--- src/rtl/instr_fetch_mem_if.sv ---
// Fetch and program-load bus between the PC/fetch stage (master) and the
// instruction memory (slave). Widths must match the memory's DATA_W/ADDR_W.
interface instr_fetch_mem_if #(
  parameter int DATA_W = 16,
  parameter int ADDR_W = 8
);
  // fetch request / response
  logic              fetch_req;
  logic [ADDR_W-1:0] fetch_addr;
  logic              fetch_ready;
  logic              instr_valid;
  logic [DATA_W-1:0] instr;
  logic [DATA_W-1:0] instr_next;
  logic              fetch_fault;

  // streaming program load
  logic              load_start;
  logic              load_valid;
  logic              load_last;
  logic [DATA_W-1:0] load_data;
  logic              load_ready;
  logic              load_done;
  logic              load_trunc;
  logic [ADDR_W:0]   prog_len;

  modport master (
    output fetch_req, fetch_addr,
    output load_start, load_valid, load_last, load_data,
    input  fetch_ready, instr_valid, instr, instr_next, fetch_fault,
    input  load_ready, load_done, load_trunc, prog_len
  );

  modport slave (
    input  fetch_req, fetch_addr,
    input  load_start, load_valid, load_last, load_data,
    output fetch_ready, instr_valid, instr, instr_next, fetch_fault,
    output load_ready, load_done, load_trunc, prog_len
  );
endinterface

--- src/rtl/instr_fetch_mem.sv ---
// Loadable instruction memory with a one-cycle registered fetch port that
// returns the word at the PC and the following word (lookahead). Words at or
// beyond the loaded program length read as NOP_WORD and flag a fault.
// Fetches are only accepted in S_RUN and writes only happen in S_LOAD, so the
// array never sees a read and a write in the same cycle.
module instr_fetch_mem #(
  parameter int                DATA_W   = 16,
  parameter int                ADDR_W   = 8,
  parameter int                DEPTH    = 32,
  parameter logic [DATA_W-1:0] NOP_WORD = DATA_W'(16'h0000)
) (
  input logic              clk,
  input logic              rst_n,
  instr_fetch_mem_if.slave bus
);

  localparam int                IDX_W    = (DEPTH > 1) ? $clog2(DEPTH) : 1;
  localparam logic [ADDR_W-1:0] LAST_PTR = ADDR_W'(DEPTH - 1);

  typedef enum logic {
    S_RUN  = 1'b0,
    S_LOAD = 1'b1
  } state_t;

  // Select the stored word only when it lies inside the loaded program.
  function automatic logic [DATA_W-1:0] sel_word(input logic hit,
                                                 input logic [DATA_W-1:0] word);
    return hit ? word : NOP_WORD;
  endfunction

  // Program array; intentionally not reset, prog_len masks stale contents.
  logic [DATA_W-1:0] r_mem [0:DEPTH-1];

  state_t            r_state;
  state_t            w_state_nxt;
  logic              w_fetch_ready;
  logic              w_load_ready;

  logic [ADDR_W-1:0] r_wr_ptr;
  logic [ADDR_W:0]   r_prog_len;
  logic              r_load_done;
  logic              r_load_trunc;

  logic              r_vld_p1;
  logic [DATA_W-1:0] r_instr_p1;
  logic [DATA_W-1:0] r_instr_next_p1;
  logic              r_fault_p1;

  logic              w_fetch_acc;
  logic              w_run_start;
  logic              w_load_restart;
  logic              w_load_wr;
  logic              w_load_exit;
  logic [ADDR_W:0]   w_ptr_inc;
  logic [ADDR_W:0]   w_addr_ext;
  logic [ADDR_W:0]   w_addr_inc;
  logic              w_hit0;
  logic              w_hit1;
  logic [DATA_W-1:0] w_word0;
  logic [DATA_W-1:0] w_word1;

  // Control decode. A load_start inside S_LOAD wins over load_valid, so a
  // restart cycle never writes.
  assign w_fetch_acc    = bus.fetch_req && w_fetch_ready;
  assign w_run_start    = (r_state == S_RUN) && bus.load_start;
  assign w_load_restart = (r_state == S_LOAD) && bus.load_start;
  assign w_load_wr      = (r_state == S_LOAD) && bus.load_valid && !bus.load_start;
  assign w_load_exit    = w_load_wr && (bus.load_last || (r_wr_ptr == LAST_PTR));
  assign w_ptr_inc      = {1'b0, r_wr_ptr} + (ADDR_W+1)'(1);

  // Read path. The lookahead address is formed one bit wider so the top
  // address does not wrap around to word 0. Both hits imply an in-array
  // index because prog_len never exceeds DEPTH.
  assign w_addr_ext = {1'b0, bus.fetch_addr};
  assign w_addr_inc = w_addr_ext + (ADDR_W+1)'(1);
  assign w_hit0     = (w_addr_ext < r_prog_len);
  assign w_hit1     = (w_addr_inc < r_prog_len);
  assign w_word0    = r_mem[bus.fetch_addr[IDX_W-1:0]];
  assign w_word1    = r_mem[w_addr_inc[IDX_W-1:0]];

  // State register.
  always_ff @(posedge clk or negedge rst_n) begin
    if (!rst_n) begin
      r_state <= S_RUN;
    end else begin
      r_state <= w_state_nxt;
    end
  end

  // Next-state: enter load on load_start, leave on last word or full array.
  always_comb begin
    w_state_nxt = r_state;
    case (r_state)
      S_RUN:   if (bus.load_start) w_state_nxt = S_LOAD;
      S_LOAD:  if (w_load_exit)    w_state_nxt = S_RUN;
      default: w_state_nxt = S_RUN;
    endcase
  end

  // State outputs: the two ports are mutually exclusive.
  always_comb begin
    w_fetch_ready = 1'b0;
    w_load_ready  = 1'b0;
    case (r_state)
      S_RUN:   w_fetch_ready = 1'b1;
      S_LOAD:  w_load_ready  = 1'b1;
      default: w_fetch_ready = 1'b1;
    endcase
  end

  // Load bookkeeping: write pointer, program length and completion pulses.
  always_ff @(posedge clk or negedge rst_n) begin
    if (!rst_n) begin
      r_wr_ptr     <= '0;
      r_prog_len   <= '0;
      r_load_done  <= 1'b0;
      r_load_trunc <= 1'b0;
    end else begin
      if (w_run_start || w_load_restart) begin
        r_wr_ptr   <= '0;
        r_prog_len <= '0;
      end else if (w_load_wr) begin
        r_wr_ptr   <= w_ptr_inc[ADDR_W-1:0];
        r_prog_len <= w_ptr_inc;
      end
      r_load_done  <= w_load_exit;
      r_load_trunc <= w_load_exit && !bus.load_last;
    end
  end

  // Array write port, one word per accepted load beat.
  always_ff @(posedge clk) begin
    if (w_load_wr) begin
      r_mem[r_wr_ptr[IDX_W-1:0]] <= bus.load_data;
    end
  end

  // ---- stage p0 -> p1: address in, registered response out ----
  // Response registers; data holds between fetches.
  always_ff @(posedge clk or negedge rst_n) begin
    if (!rst_n) begin
      r_vld_p1        <= 1'b0;
      r_instr_p1      <= NOP_WORD;
      r_instr_next_p1 <= NOP_WORD;
      r_fault_p1      <= 1'b0;
    end else begin
      r_vld_p1 <= w_fetch_acc;
      if (w_fetch_acc) begin
        r_instr_p1      <= sel_word(w_hit0, w_word0);
        r_instr_next_p1 <= sel_word(w_hit1, w_word1);
        r_fault_p1      <= !w_hit0;
      end
    end
  end

  assign bus.fetch_ready = w_fetch_ready;
  assign bus.instr_valid = r_vld_p1;
  assign bus.instr       = r_instr_p1;
  assign bus.instr_next  = r_instr_next_p1;
  assign bus.fetch_fault = r_fault_p1;
  assign bus.load_ready  = w_load_ready;
  assign bus.load_done   = r_load_done;
  assign bus.load_trunc  = r_load_trunc;
  assign bus.prog_len    = r_prog_len;

endmodule

--- src/flat_wrapper.sv ---
// flat-port wrapper written by rule: the top's interface ports become plain ports
module instr_fetch_mem_flat 
#(
  parameter int                DATA_W   = 16,
  parameter int                ADDR_W   = 8,
  parameter int                DEPTH    = 32,
  parameter logic [DATA_W-1:0] NOP_WORD = DATA_W'(16'h0000)
)
  (clk, rst_n, bus_fetch_req, bus_fetch_addr, bus_load_start, bus_load_valid, bus_load_last, bus_load_data, bus_fetch_ready, bus_instr_valid, bus_instr, bus_instr_next, bus_fetch_fault, bus_load_ready, bus_load_done, bus_load_trunc, bus_prog_len);
  instr_fetch_mem_if #(.DATA_W(DATA_W), .ADDR_W(ADDR_W)) bus_i ();
  input logic clk;
  input logic rst_n;
  input wire logic [$bits(bus_i.fetch_req)-1:0] bus_fetch_req;
  input wire logic [$bits(bus_i.fetch_addr)-1:0] bus_fetch_addr;
  input wire logic [$bits(bus_i.load_start)-1:0] bus_load_start;
  input wire logic [$bits(bus_i.load_valid)-1:0] bus_load_valid;
  input wire logic [$bits(bus_i.load_last)-1:0] bus_load_last;
  input wire logic [$bits(bus_i.load_data)-1:0] bus_load_data;
  output wire logic [$bits(bus_i.fetch_ready)-1:0] bus_fetch_ready;
  output wire logic [$bits(bus_i.instr_valid)-1:0] bus_instr_valid;
  output wire logic [$bits(bus_i.instr)-1:0] bus_instr;
  output wire logic [$bits(bus_i.instr_next)-1:0] bus_instr_next;
  output wire logic [$bits(bus_i.fetch_fault)-1:0] bus_fetch_fault;
  output wire logic [$bits(bus_i.load_ready)-1:0] bus_load_ready;
  output wire logic [$bits(bus_i.load_done)-1:0] bus_load_done;
  output wire logic [$bits(bus_i.load_trunc)-1:0] bus_load_trunc;
  output wire logic [$bits(bus_i.prog_len)-1:0] bus_prog_len;
  assign bus_i.fetch_req = bus_fetch_req;
  assign bus_i.fetch_addr = bus_fetch_addr;
  assign bus_i.load_start = bus_load_start;
  assign bus_i.load_valid = bus_load_valid;
  assign bus_i.load_last = bus_load_last;
  assign bus_i.load_data = bus_load_data;
  assign bus_fetch_ready = bus_i.fetch_ready;
  assign bus_instr_valid = bus_i.instr_valid;
  assign bus_instr = bus_i.instr;
  assign bus_instr_next = bus_i.instr_next;
  assign bus_fetch_fault = bus_i.fetch_fault;
  assign bus_load_ready = bus_i.load_ready;
  assign bus_load_done = bus_i.load_done;
  assign bus_load_trunc = bus_i.load_trunc;
  assign bus_prog_len = bus_i.prog_len;
  instr_fetch_mem #(.DATA_W(DATA_W), .ADDR_W(ADDR_W), .DEPTH(DEPTH), .NOP_WORD(NOP_WORD)) u_core (.clk(clk), .rst_n(rst_n), .bus(bus_i));
endmodule
--- config.mk ---
export PLATFORM = sky130hd
export DESIGN_NAME = instr_fetch_mem_flat
export DESIGN_NICKNAME = d
export VERILOG_FILES = /design/src/rtl/instr_fetch_mem_if.sv /design/src/rtl/instr_fetch_mem.sv /design/src/flat_wrapper.sv
export SDC_FILE = /design/constraint.sdc
export NUM_CORES = 1
export LEC_CHECK = 0
export CAP_MARGIN = 10
export CORE_MARGIN = 2
export CORE_UTILIZATION = 40
export CTS_CLUSTER_DIAMETER = 40
export CTS_CLUSTER_SIZE = 40
export DETAILED_ROUTE_END_ITERATION = 8
export GPL_TIMING_DRIVEN = 0
export PLACE_DENSITY_LB_ADDON = 0.25
export SLEW_MARGIN = 25
export SYNTH_ARGS = -nofsm -noshare
export SYNTH_HDL_FRONTEND = slang
export SYNTH_SLANG_ARGS = --single-unit
--- constraint.sdc ---
create_clock -name clk -period 3.3 [get_ports clk]
set_input_delay 0.66 -clock clk [delete_from_list [all_inputs] [get_ports clk]]
set_output_delay 0.66 -clock clk [all_outputs]
set_load 0.02 [all_outputs]
==> results of run 1 <==
## cell type report
cell class	count	area, um2
well taps	855	1070
clock inverters	56	691
plain buffers	95	624
inverters	14	52.6
fillers	5240	33300
repair buffers	108	1050
clock buffers	88	2070
multi-input cells	702	8950
flip-flops and latches	558	16500
## path summary, 6_finish.rpt
path | startpoint | slack [ps] | endpoint | cells after the start
setup / recovery | bus_fetch_addr[4] | 40 | u_core.bus.instr_next[9]$_DFFE_PN0P_ | 12
hold / removal | rst_n | 70 | u_core.bus.instr[12]$_DFFE_PN0P_ | 1
setup reg to reg | u_core.r_state$_DFF_PN0_ | 440 | u_core.r_mem[0][2]$_DFFE_PP_ | 5
hold reg to reg | u_core.bus.instr[5]$_DFFE_PN0P_ | 480 | u_core.bus.instr[5]$_DFFE_PN0P_ | 2
max in group asynchronous | rst_n | 2780 | u_core.bus.instr_next[12]$_DFFE_PN0P_ | 1
min in group clk | u_core.bus.instr[5]$_DFFE_PN0P_ | 480 | u_core.bus.instr[5]$_DFFE_PN0P_ | 2
## synthesized netlist by cell type
| library cell | instances |
|---|---|
| sky130_fd_sc_hd__and2_1 | 2 |
| sky130_fd_sc_hd__nor2b_1 | 3 |
| sky130_fd_sc_hd__buf_2 | 36 |
| sky130_fd_sc_hd__a32oi_1 | 32 |
| sky130_fd_sc_hd__clkbuf_4 | 1 |
| sky130_fd_sc_hd__o21ai_2 | 1 |
| sky130_fd_sc_hd__or2_2 | 1 |
| sky130_fd_sc_hd__buf_4 | 23 |
| sky130_fd_sc_hd__o21a_1 | 1 |
| sky130_fd_sc_hd__mux2i_1 | 96 |
| sky130_fd_sc_hd__mux4_2 | 256 |
| sky130_fd_sc_hd__a32o_1 | 16 |
| sky130_fd_sc_hd__and3_1 | 1 |
| sky130_fd_sc_hd__and4_1 | 1 |
| sky130_fd_sc_hd__a21oi_1 | 7 |
| sky130_fd_sc_hd__edfxtp_1 | 512 |
| sky130_fd_sc_hd__a31oi_1 | 1 |
| sky130_fd_sc_hd__nor3_1 | 2 |
| sky130_fd_sc_hd__xor2_1 | 2 |
| sky130_fd_sc_hd__o21ai_0 | 10 |
| sky130_fd_sc_hd__inv_2 | 1 |
| sky130_fd_sc_hd__nand4_1 | 6 |
| sky130_fd_sc_hd__o22ai_1 | 33 |
| sky130_fd_sc_hd__o211ai_1 | 1 |
| sky130_fd_sc_hd__nor3_2 | 1 |
| sky130_fd_sc_hd__a211oi_1 | 1 |
| sky130_fd_sc_hd__o21ai_1 | 13 |
| sky130_fd_sc_hd__inv_1 | 13 |
| sky130_fd_sc_hd__xnor2_1 | 8 |
| sky130_fd_sc_hd__a21o_1 | 2 |
| sky130_fd_sc_hd__clkbuf_1 | 17 |
| sky130_fd_sc_hd__or3_1 | 3 |
| sky130_fd_sc_hd__xor2_4 | 1 |
| sky130_fd_sc_hd__ha_1 | 20 |
| sky130_fd_sc_hd__nand2_2 | 1 |
| sky130_fd_sc_hd__nor4_1 | 2 |
| sky130_fd_sc_hd__dfrtp_1 | 46 |
| sky130_fd_sc_hd__nand2_1 | 100 |
| sky130_fd_sc_hd__nand3_4 | 1 |
| sky130_fd_sc_hd__buf_1 | 6 |
| sky130_fd_sc_hd__nand3_1 | 9 |
| sky130_fd_sc_hd__nor2_1 | 65 |
| sky130_fd_sc_hd__nand2b_1 | 3 |
| sky130_fd_sc_hd__buf_6 | 15 |
## per-stage QoR
stage	area (um2)	setup slack (ps)	power, W	util (%)
CTS	31000	3.48	0.0187	48.2
global route	31000	8.60	0.0191	48.2
floorplan	26000	220	0.00910	-
global placement	27800	-1110	0.00995	43.2
finish	31000	43.4	0.0186	48.2
detailed placement	28200	-1070	0.00996	43.8
## routing by layer
layer	track usage [%]	vias up	share of wire (%)
li1	-	6174	-
met3	4.93	111	10
met4	9.14	2	3.6
met5	0	-	0.013
met2	34.0	852	44
met1	35.0	8128	42
## worst register-to-register path, delay by kind of cell, from the launching register on
kind | cells | cell delay (ps)
flops | 1 | 350
simple gates | 4 | 1980
buf+inv | 1 | 240
## what timing repair did
action | CTS | global route
pin swaps | 2 | 2
setup endpoints to repair | 16 | 16
hold buffers | 0 | 0
resized for setup | 8 | 6
buffers inserted | 2 | 5
cloned | 0 | 0
## kinds of logic after synthesis
group	share of synthesized area, %
buf+inv	2.57
fa+ha+maj	0.963
compound gates	3.27
flops	63.6
simple gates	3.26
mux	25.9
xor+xnor	0.443
## state kept, by name, summed over array words and instances, names as in the netlist
register / cells
u_core.bus.fetch_fault: 1
u_core.bus.instr: 16
u_core.bus.instr_next: 16
u_core.bus.instr_valid: 1
u_core.bus.load_done: 1
u_core.bus.load_trunc: 1
u_core.bus.prog_len: 9
u_core.r_mem: 512
u_core.r_state: 1
## power breakdown
part	internal (W)	switching, W	leakage, nW
sequential	0.00782	0.000110	5.22
clock	0.00552	0.00325	1.33
combinational	0.000789	0.00113	3.77
total	0.0141	0.00449	10.3
==> impl_metrics.tcl, run 1 <==
set metrics [dict create \
    power.ir.vdd_worst_mv 0.406 \
    layout_common_cells "sky130_fd_sc_hd__edfxtp_1, sky130_fd_sc_hd__mux4_2, sky130_fd_sc_hd__nand2_1, sky130_fd_sc_hd__mux2i_1, sky130_fd_sc_hd__clkbuf_16" \
    setup_repair_after_global_routing_missed_its_margin "no" \
    power.leakage_nw 10.3 \
    areaGrowthSynthToFinish_pct 19.5 \
    tightest_slew_ps 1060 \
    crit_path_cell_trace "clkdlybuf4s50_1 > buf_2 > nand2b_2 > clkbuf_2 > o21ai_0 > ha_1 > nand4_1 > or3_1 > a31oi_2 > nor3_4 > clkbuf_4 > a32o_1" \
    antenna_violations_before_repair 1 \
    antenna-diode-count 0 \
    cp_data_arrival_time_ps 3760 \
    synth.distinct_cells 44 \
    placed_cells_incl_taps 2328 \
    worst_clock_skew_ps 22.4 \
    clock_tree.htree_level_count 3 \
    cpPeakStageDelay_ps 530 \
    flip_flop_and_latch_count_after_synthesis 558 \
    period_utilization_pct 98.7 \
    dr_total_vias 15300 \
    whs_ps 65.3 \
    core.rowCount 93 \
    timing.final.max_slew_violations 0 \
    hold_viol 0 \
    vias_in_the_first_global_route 15100 \
    final_critical_path_required_period_ps 3260 \
    global_route.usage.total_pct 23.6 \
    synth_top_area_share_pct 59.2 \
    worst_path_dominant_cell_family "buffers and inverters" \
    min-delay-path-class "in2async" \
    number_of_remaining_drc_errors 0 \
    mostFrequentLayoutCell "sky130_fd_sc_hd__edfxtp_1" \
    netlist_area_um2 26000 \
    final_cell_count_no_fill 2476 \
    worstPathMaxFanout 10 \
    yosys.area.top_type "sky130_fd_sc_hd__edfxtp_1" \
    timing.setup.tns_ps 0 \
    die_h_um 259 \
    post-dp-hpwl_um 56100 \
    post_drt_via_cell_ratio 6.17 \
    ys_seq_area_share_pct 63.6 \
    detail_route.wirelength_um 78400 \
    avgRoutedWirePerCell_um 31.6 \
    detailedRoute.firstIterationViolations 1942 \
    cts_buffer_depth 3 \
    antenna_left 0 \
    grt_start_max_net_pins 47 \
    ys_warn_count 0 \
    setup-violations-final 0 \
    cts_buffer_count 78 \
    timing.critical_path.required_ps 3810 \
    final_net_count 1607 \
    timing.critical_path.to_type "flip-flop" \
    grt_pass1_wl_um 111000 \
    critPathKind "in2reg" \
    grt_remaining_overflow 0 \
    start_util_pct 40.4 \
    drive_above_1_share_pct 33.7 \
    top_level_ports 77 \
    cts_num_sinks 558 \
    ys_top_cells_by_area "sky130_fd_sc_hd__edfxtp_1, sky130_fd_sc_hd__mux4_2, sky130_fd_sc_hd__dfrtp_1" \
    cts_tree "yes" \
    clk_transition_reported_paths_ps 60 \
    die_x_extent_um 259 \
    critPathSlowestCell "sky130_fd_sc_hd__clkdlybuf4s50_1" \
    maximum_achievable_frequency_ghz 0.307 \
    worstSkewPairLatency_ps 630 \
    cap_viol_max_count 0 \
    power.density_cell_area_nw_per_um2 600 \
    status "completed" \
    syn_inst 1372 \
    timing.critical_path.from_type "input pin" \
    ctsRootBufferMaster "sky130_fd_sc_hd__clkbuf_16" \
    port_buffers 76 \
    detailedRoute.firstPassIterationCount 5 \
    fp.dieArea_um2 67000 \
    synth_area_per_cell_um2 18.9 \
    syn_nets 1422 \
    finalWeightedCongestion 0.944 \
    cp_num_buf_inv 4 \
    core-area_um2 64300 \
    max_slew_margin_pct 29.4 \
]
No activity file was read; power rests on OpenSTA's default activity.
==> inputs of run 2 (changes only) <==
--- a/config.mk
+++ b/config.mk
@@ -12,6 +12,7 @@
 export CTS_CLUSTER_SIZE = 40
 export DETAILED_ROUTE_END_ITERATION = 8
 export GPL_TIMING_DRIVEN = 0
+export MAX_ROUTING_LAYER = met4
 export PLACE_DENSITY_LB_ADDON = 0.25
 export SLEW_MARGIN = 25
 export SYNTH_ARGS = -nofsm -noshare
==> run 2 against run 1 <==
  * Final area grew 0.30%
  * First-iteration DRC count grew 2.4%
  * Via count grew 1.0%
  * Combinational power is essentially flat
  * Non-clock buffer count shrank 3
  * Clock skew grew 13 ps
  * Critical path depth grew 1
  * Worst setup slack gained 15 ps
  * Routed wire length grew 0.70%
  * Die area is the same
  * Clock-buffer cell count is the same
  * Total power grew 1.5%
==> impl_metrics.tcl, run 2 (synthesis results as in run 1) <==
set metrics [dict create \
    timing.critical_path.to_type "flip-flop" \
    port_buffers 76 \
    die_x_extent_um 259 \
    n_fill_cell 5229 \
    grt_pass1_wl_um 112000 \
    globalRouteMet2Util_pct 34.8 \
    timing.setup.tns_ps 0 \
    critPathKind "in2reg" \
    period_utilization_pct 98.2 \
    groute.layer.met1.usage_pct 34.6 \
    top_usage_layer "met2" \
    cap_viol_max_count 0 \
    multiInputGateArea_um2 8940 \
    top_level_ports 77 \
    die_h_um 259 \
    worstSkewPairLatency_ps 640 \
    final_critical_path_required_period_ps 3240 \
    hold_viol 0 \
    cts_buffer_count 80 \
    antenna_left 0 \
    finalWeightedCongestion 1.08 \
    worst_clock_skew_ps 35.7 \
    worstPathMaxFanout 10 \
    global_route.usage.total_pct 24.5 \
    min-delay-path-class "in2async" \
    utilization_pct 48.4 \
    detail_route.wirelength_um 78900 \
    power.total_w 0.0189 \
    regArea_um2 16500 \
    final_net_count 1606 \
    placed_cells_incl_taps 2330 \
    avgRoutedWirePerCell_um 31.8 \
    number_of_remaining_drc_errors 0 \
    tightest_slew_ps 1030 \
    status "completed" \
    global_route.usage.met3_pct 5.06 \
    start_util_pct 40.4 \
    vias_in_the_first_global_route 15300 \
    setup_repair_after_global_routing_missed_its_margin "no" \
    drive_above_1_share_pct 34.4 \
    post-dp-hpwl_um 56400 \
    grt_start_max_net_pins 47 \
    grt_remaining_overflow 0 \
    number_of_flip_flops_under_the_largest_register_name 512 \
    clock_tree.htree_level_count 3 \
    setup-violations-final 0 \
    mostFrequentLayoutCell "sky130_fd_sc_hd__edfxtp_1" \
    max_slew_margin_pct 31.6 \
    power.ir.vdd_worst_mv 0.324 \
    detailedRoute.firstIterationViolations 1989 \
    final_cell_count_no_fill 2478 \
    detailedRoute.firstPassIterationCount 5 \
    antenna_violations_before_repair 0 \
    cp_data_arrival_time_ps 3800 \
    timing.critical_path.required_ps 3860 \
    layout_common_cells "sky130_fd_sc_hd__edfxtp_1, sky130_fd_sc_hd__mux4_2, sky130_fd_sc_hd__nand2_1, sky130_fd_sc_hd__mux2i_1, sky130_fd_sc_hd__clkbuf_16" \
    antenna-diode-count 0 \
    clk_transition_reported_paths_ps 70 \
    core.rowCount 93 \
    fp.dieArea_um2 67000 \
    ctsRootBufferMaster "sky130_fd_sc_hd__clkbuf_16" \
    core-area_um2 64300 \
    timing.critical_path.from_type "input pin" \
    areaGrowthSynthToFinish_pct 19.8 \
    timing.final.max_slew_violations 0 \
    post_drt_via_cell_ratio 6.22 \
    power.leakage_nw 10.4 \
    cts_num_sinks 558 \
    cts_buffer_depth 3 \
    dr_total_vias 15400 \
    whs_ps 46.7 \
    power.density_cell_area_nw_per_um2 608 \
    cts_tree "yes" \
    maximum_achievable_frequency_ghz 0.309 \
]
-- run 2: changes by cell type in the layout (fill, tap and decap cells not counted), sizes merged, moves of 2 or more --
cell / delta
clkinv: -12
clkinvlp: +6
clkbuf: -2
inv: +12
-- run 2: final cells by class --
class | instances | share of cell area [%]
Tap cell | 855 | 3.44
Inverter | 14 | 0.169
Buffer | 95 | 1.99
Clock buffer | 88 | 6.83
Multi-Input combinational cell | 702 | 28.7
Sequential cell | 558 | 53.1
Timing Repair Buffer | 105 | 3.39
Clock inverter | 61 | 2.37
-- run 2: where the power goes --
part	total (W)	switching (W)	internal, W
combinational	0.00193	0.00114	0.000786
clock	0.00905	0.00342	0.00563
sequential	0.00793	0.000112	0.00782
total	0.0189	0.00467	0.0142
-- run 2: metrics by stage --
stage               area (um2)  worst slack, ps
CTS                      31100             8.03
detailed placement       28200            -1040
floorplan                26000              220
global placement         27800            -1030
finish                   31100             58.7
global route             31100             2.59
-- run 2: path summary, 6_finish.rpt --
kind	startpoint	slack, ps	endpoint	cells past startpoint
setup / recovery	bus_fetch_addr[4]	60	u_core.bus.instr_next[10]$_DFFE_PN0P_	13
hold / removal	rst_n	50	u_core.bus.instr[5]$_DFFE_PN0P_	1
setup reg to reg	u_core.r_state$_DFF_PN0_	430	u_core.r_mem[0][6]$_DFFE_PP_	5
hold reg to reg	u_core.bus.instr[11]$_DFFE_PN0P_	480	u_core.bus.instr[11]$_DFFE_PN0P_	2
max in group asynchronous	rst_n	2770	u_core.bus.instr_next[5]$_DFFE_PN0P_	1
min in group clk	bus_load_data[6]	330	u_core.r_mem[10][6]$_DFFE_PP_	1
-- run 2: critical path, stage by stage --
cell and delay (ps):
sky130_fd_sc_hd__clkdlybuf4s50_1 550, sky130_fd_sc_hd__buf_2 250, sky130_fd_sc_hd__nand2_2 170, sky130_fd_sc_hd__clkbuf_2 250, sky130_fd_sc_hd__nor2_1 190, sky130_fd_sc_hd__xor2_1 170, sky130_fd_sc_hd__ha_1 250, sky130_fd_sc_hd__nor2b_1 130
sky130_fd_sc_hd__o21ai_0 220, sky130_fd_sc_hd__a31oi_2 150, sky130_fd_sc_hd__nor3_4 340, sky130_fd_sc_hd__buf_4 260, sky130_fd_sc_hd__a32o_1 190
-- run 2: repair_timing --
| item | CTS | global route |
|---|---|---|
| hold buffers | 0 | 0 |
| resized for setup | 10 | 4 |
| endpoints found under the setup margin | 16 | 16 |
| buffers inserted | 2 | 0 |
| pin swaps | 2 | 1 |
-- run 2: per-layer routing --
layer	up-vias	part of all wire (%)
met5	-	0
li1	6178	-
met1	8241	42
met3	108	9.8
met2	893	45
met4	0	3.8
==> inputs of run 3 (changes only) <==
==> constraint.sdc (replaced) <==
create_clock -name clk -period 3.54 [get_ports clk]
set_input_delay 0.708 -clock clk [delete_from_list [all_inputs] [get_ports clk]]
set_output_delay 0.708 -clock clk [all_outputs]
set_load 0.02 [all_outputs]
==> run 3 against run 2 <==
  * Routed wire length is 0.25% higher
  * First-iteration DRC count is 4.7% higher
  * Non-clock buffer count is 5 higher
  * Die area stayed put
  * Worst setup slack better by 46 ps
==> impl_metrics.tcl, run 3 (synthesis results as in run 1) <==
set metrics [dict create \
    status "completed" \
    timing.critical_path.to "u_core.bus.instr_next[5]$_DFFE_PN0P_" \
    start_util_pct 40.4 \
    top_level_ports 77 \
    worstPathMaxFanout 10 \
    global_route.usage.total_pct 24.6 \
    timing.critical_path.required_ps 4040 \
    cts_buffer_count 71 \
    antenna_violations_before_repair 2 \
    cp_num_buf_inv 5 \
    crit_path_cell_trace "clkdlybuf4s50_1 > buf_2 > nand2_2 > clkbuf_2 > nor2_1 > xor2_1 > ha_1 > nand4_1 > or3_1 > a31oi_2 > nor3_4 > buf_12 > buf_2 > a32o_1" \
    min-delay-path-class "in2async" \
    cp_num_cells 14 \
    cap_viol_max_count 0 \
    hold_viol 0 \
    grt_pass1_wl_um 111000 \
    ff2ff_setup_slack_ps 710 \
    drive_above_1_share_pct 34.0 \
    critical-path-top-cell-by-count "sky130_fd_sc_hd__buf_2" \
    critPathSlowestCell "sky130_fd_sc_hd__clkdlybuf4s50_1" \
    number_of_remaining_drc_errors 0 \
    core.rowCount 93 \
    final_net_count 1602 \
    worstReg2RegEnd "u_core.r_mem[18][11]$_DFFE_PP_" \
    max_slew_margin_pct 27.4 \
    placed_cells_incl_taps 2333 \
    grt_start_max_net_pins 47 \
    grt_remaining_overflow 0 \
    dr_total_vias 15200 \
    detail_route.wirelength_um 79100 \
    reg2reg_depth 5 \
    vias_in_the_first_global_route 14700 \
    crit_start "bus_fetch_addr[4]" \
    post_drt_via_cell_ratio 6.16 \
    cp_data_arrival_time_ps 3940 \
    avgRoutedWirePerCell_um 32.1 \
    port_buffers 76 \
    layout_common_cells "sky130_fd_sc_hd__edfxtp_1, sky130_fd_sc_hd__mux4_2, sky130_fd_sc_hd__nand2_1, sky130_fd_sc_hd__mux2i_1, sky130_fd_sc_hd__clkbuf_16" \
    setup-violations-final 0 \
    r2r_start "u_core.r_state$_DFF_PN0_" \
    finalWeightedCongestion 1.08 \
    detailedRoute.firstPassIterationCount 6 \
    utilization_pct 47.9 \
    areaGrowthSynthToFinish_pct 18.7 \
    cts_buffer_depth 3 \
    fin_area_um2 30900 \
    core-area_um2 64300 \
    cts_num_sinks 558 \
    mostFrequentLayoutCell "sky130_fd_sc_hd__edfxtp_1" \
    timing.critical_path.to_type "flip-flop" \
    power.leakage_nw 10.2 \
    tightest_slew_ps 1090 \
    postCtsHoldBufs 0 \
    maximum_achievable_frequency_ghz 0.291 \
    clk_transition_reported_paths_ps 60 \
    power.density_cell_area_nw_per_um2 545 \
    timing.critical_path.from_type "input pin" \
    post-dp-hpwl_um 57100 \
    final_cell_count_no_fill 2466 \
    critPathKind "in2reg" \
    worst_path_dominant_cell_family "buffers and inverters" \
    number_of_flip_flops_under_the_largest_register_name 512 \
    worstSkewPairLatency_ps 620 \
    fp.dieArea_um2 67000 \
    cts_tree "yes" \
    die_x_extent_um 259 \
    detailedRoute.firstIterationViolations 2082 \
    period_utilization_pct 97.1 \
    postPlaceCellArea_um2 28300 \
    timing.final.max_slew_violations 0 \
    die_h_um 259 \
    antenna_left 0 \
    ctsRootBufferMaster "sky130_fd_sc_hd__clkbuf_16" \
    power.ir.vdd_worst_mv 0.283 \
    clock_tree.htree_level_count 3 \
    worst_clock_skew_ps 19.8 \
    final_critical_path_required_period_ps 3440 \
    cpPeakStageDelay_ps 540 \
]
==> run 3: changes by cell type in the layout (fill, tap and decap cells not counted), sizes merged <==
cell | previous run | this run
clkinvlp | 12 | 8
clkinv | 18 | 17
bufinv | 11 | 8
clkdlybuf4s50 | 57 | 58
dlygate4sd2 | 1 | 0
diode | 0 | 2
inv | 34 | 35
buf | 125 | 129
clkbuf | 104 | 93
==> run 3: through the flow <==
stage               hold WS, ps  TNS (ps)  total power (W)  setup WS (ps)
global route                154     -8.65           0.0172          -8.65
floorplan                   412         0          0.00848            178
finish                      110         0           0.0168            104
CTS                         118         0           0.0168          0.350
detailed placement          473    -14250          0.00930           -866
global placement            470   -305960          0.00929          -2360
==> run 3: how the worst min path moves through the flow <==
stage / to / depth (start not counted) / start
2_1_floorplan: u_core.bus.fetch_fault$_DFFE_PN0P_ / 0 / rst_n
3_3_place_gp: u_core.bus.fetch_fault$_DFFE_PN0P_ / 2 / u_core.bus.fetch_fault$_DFFE_PN0P_
3_5_place_dp: u_core.bus.fetch_fault$_DFFE_PN0P_ / 2 / u_core.bus.fetch_fault$_DFFE_PN0P_
4_1_cts: u_core.bus.instr[14]$_DFFE_PN0P_ / 1 / rst_n
5_1_grt: u_core.bus.instr[14]$_DFFE_PN0P_ / 1 / rst_n
6_report: u_core.bus.instr[14]$_DFFE_PN0P_ / 1 / rst_n
==> run 3: area by class of cell <==
| cell class | instances | area [um2] |
|---|---|---|
| Tap cell | 855 | 1070 |
| Clock buffer | 76 | 1890 |
| Fill cell | 5327 | 33500 |
| Buffer | 96 | 618 |
| Clock inverter | 54 | 618 |
| Sequential cell | 558 | 16500 |
| Antenna cell | 2 | 5.00 |
| Timing Repair Buffer | 109 | 1130 |
| Multi-Input combinational cell | 702 | 8940 |
| Inverter | 14 | 52.6 |
==> run 3: worst reg2reg max path: stages (launching register included) <==
cell	delay, ps
sky130_fd_sc_hd__dfrtp_1	360
sky130_fd_sc_hd__nand2_1	240
sky130_fd_sc_hd__nor2_1	370
sky130_fd_sc_hd__nand2_1	560
sky130_fd_sc_hd__nor2_2	770
sky130_fd_sc_hd__buf_6	240
==> run 3: what timing repair did <==
action | in CTS | in global routing
setup endpoints to repair | 11 | 16
pin swaps | 0 | 2
setup buffers | 0 | 3
resized for setup | 5 | 5
==> run 3: where the power goes <==
part,switching (W),internal (W),total [W],leakage [nW]
Sequential,0.000113,0.00729,0.00740,5.22
Clock,0.00304,0.00457,0.00760,1.21
Combinational,0.00106,0.000740,0.00180,3.80
==> run 3: layer usage <==
layer	vias to the layer above	track usage (%)	part of all wire, %
met4	0	6.92	2.3
li1	6152	-	-
met5	-	-	0
met3	102	5.30	11
met1	8026	35.1	42
met2	920	35.7	45
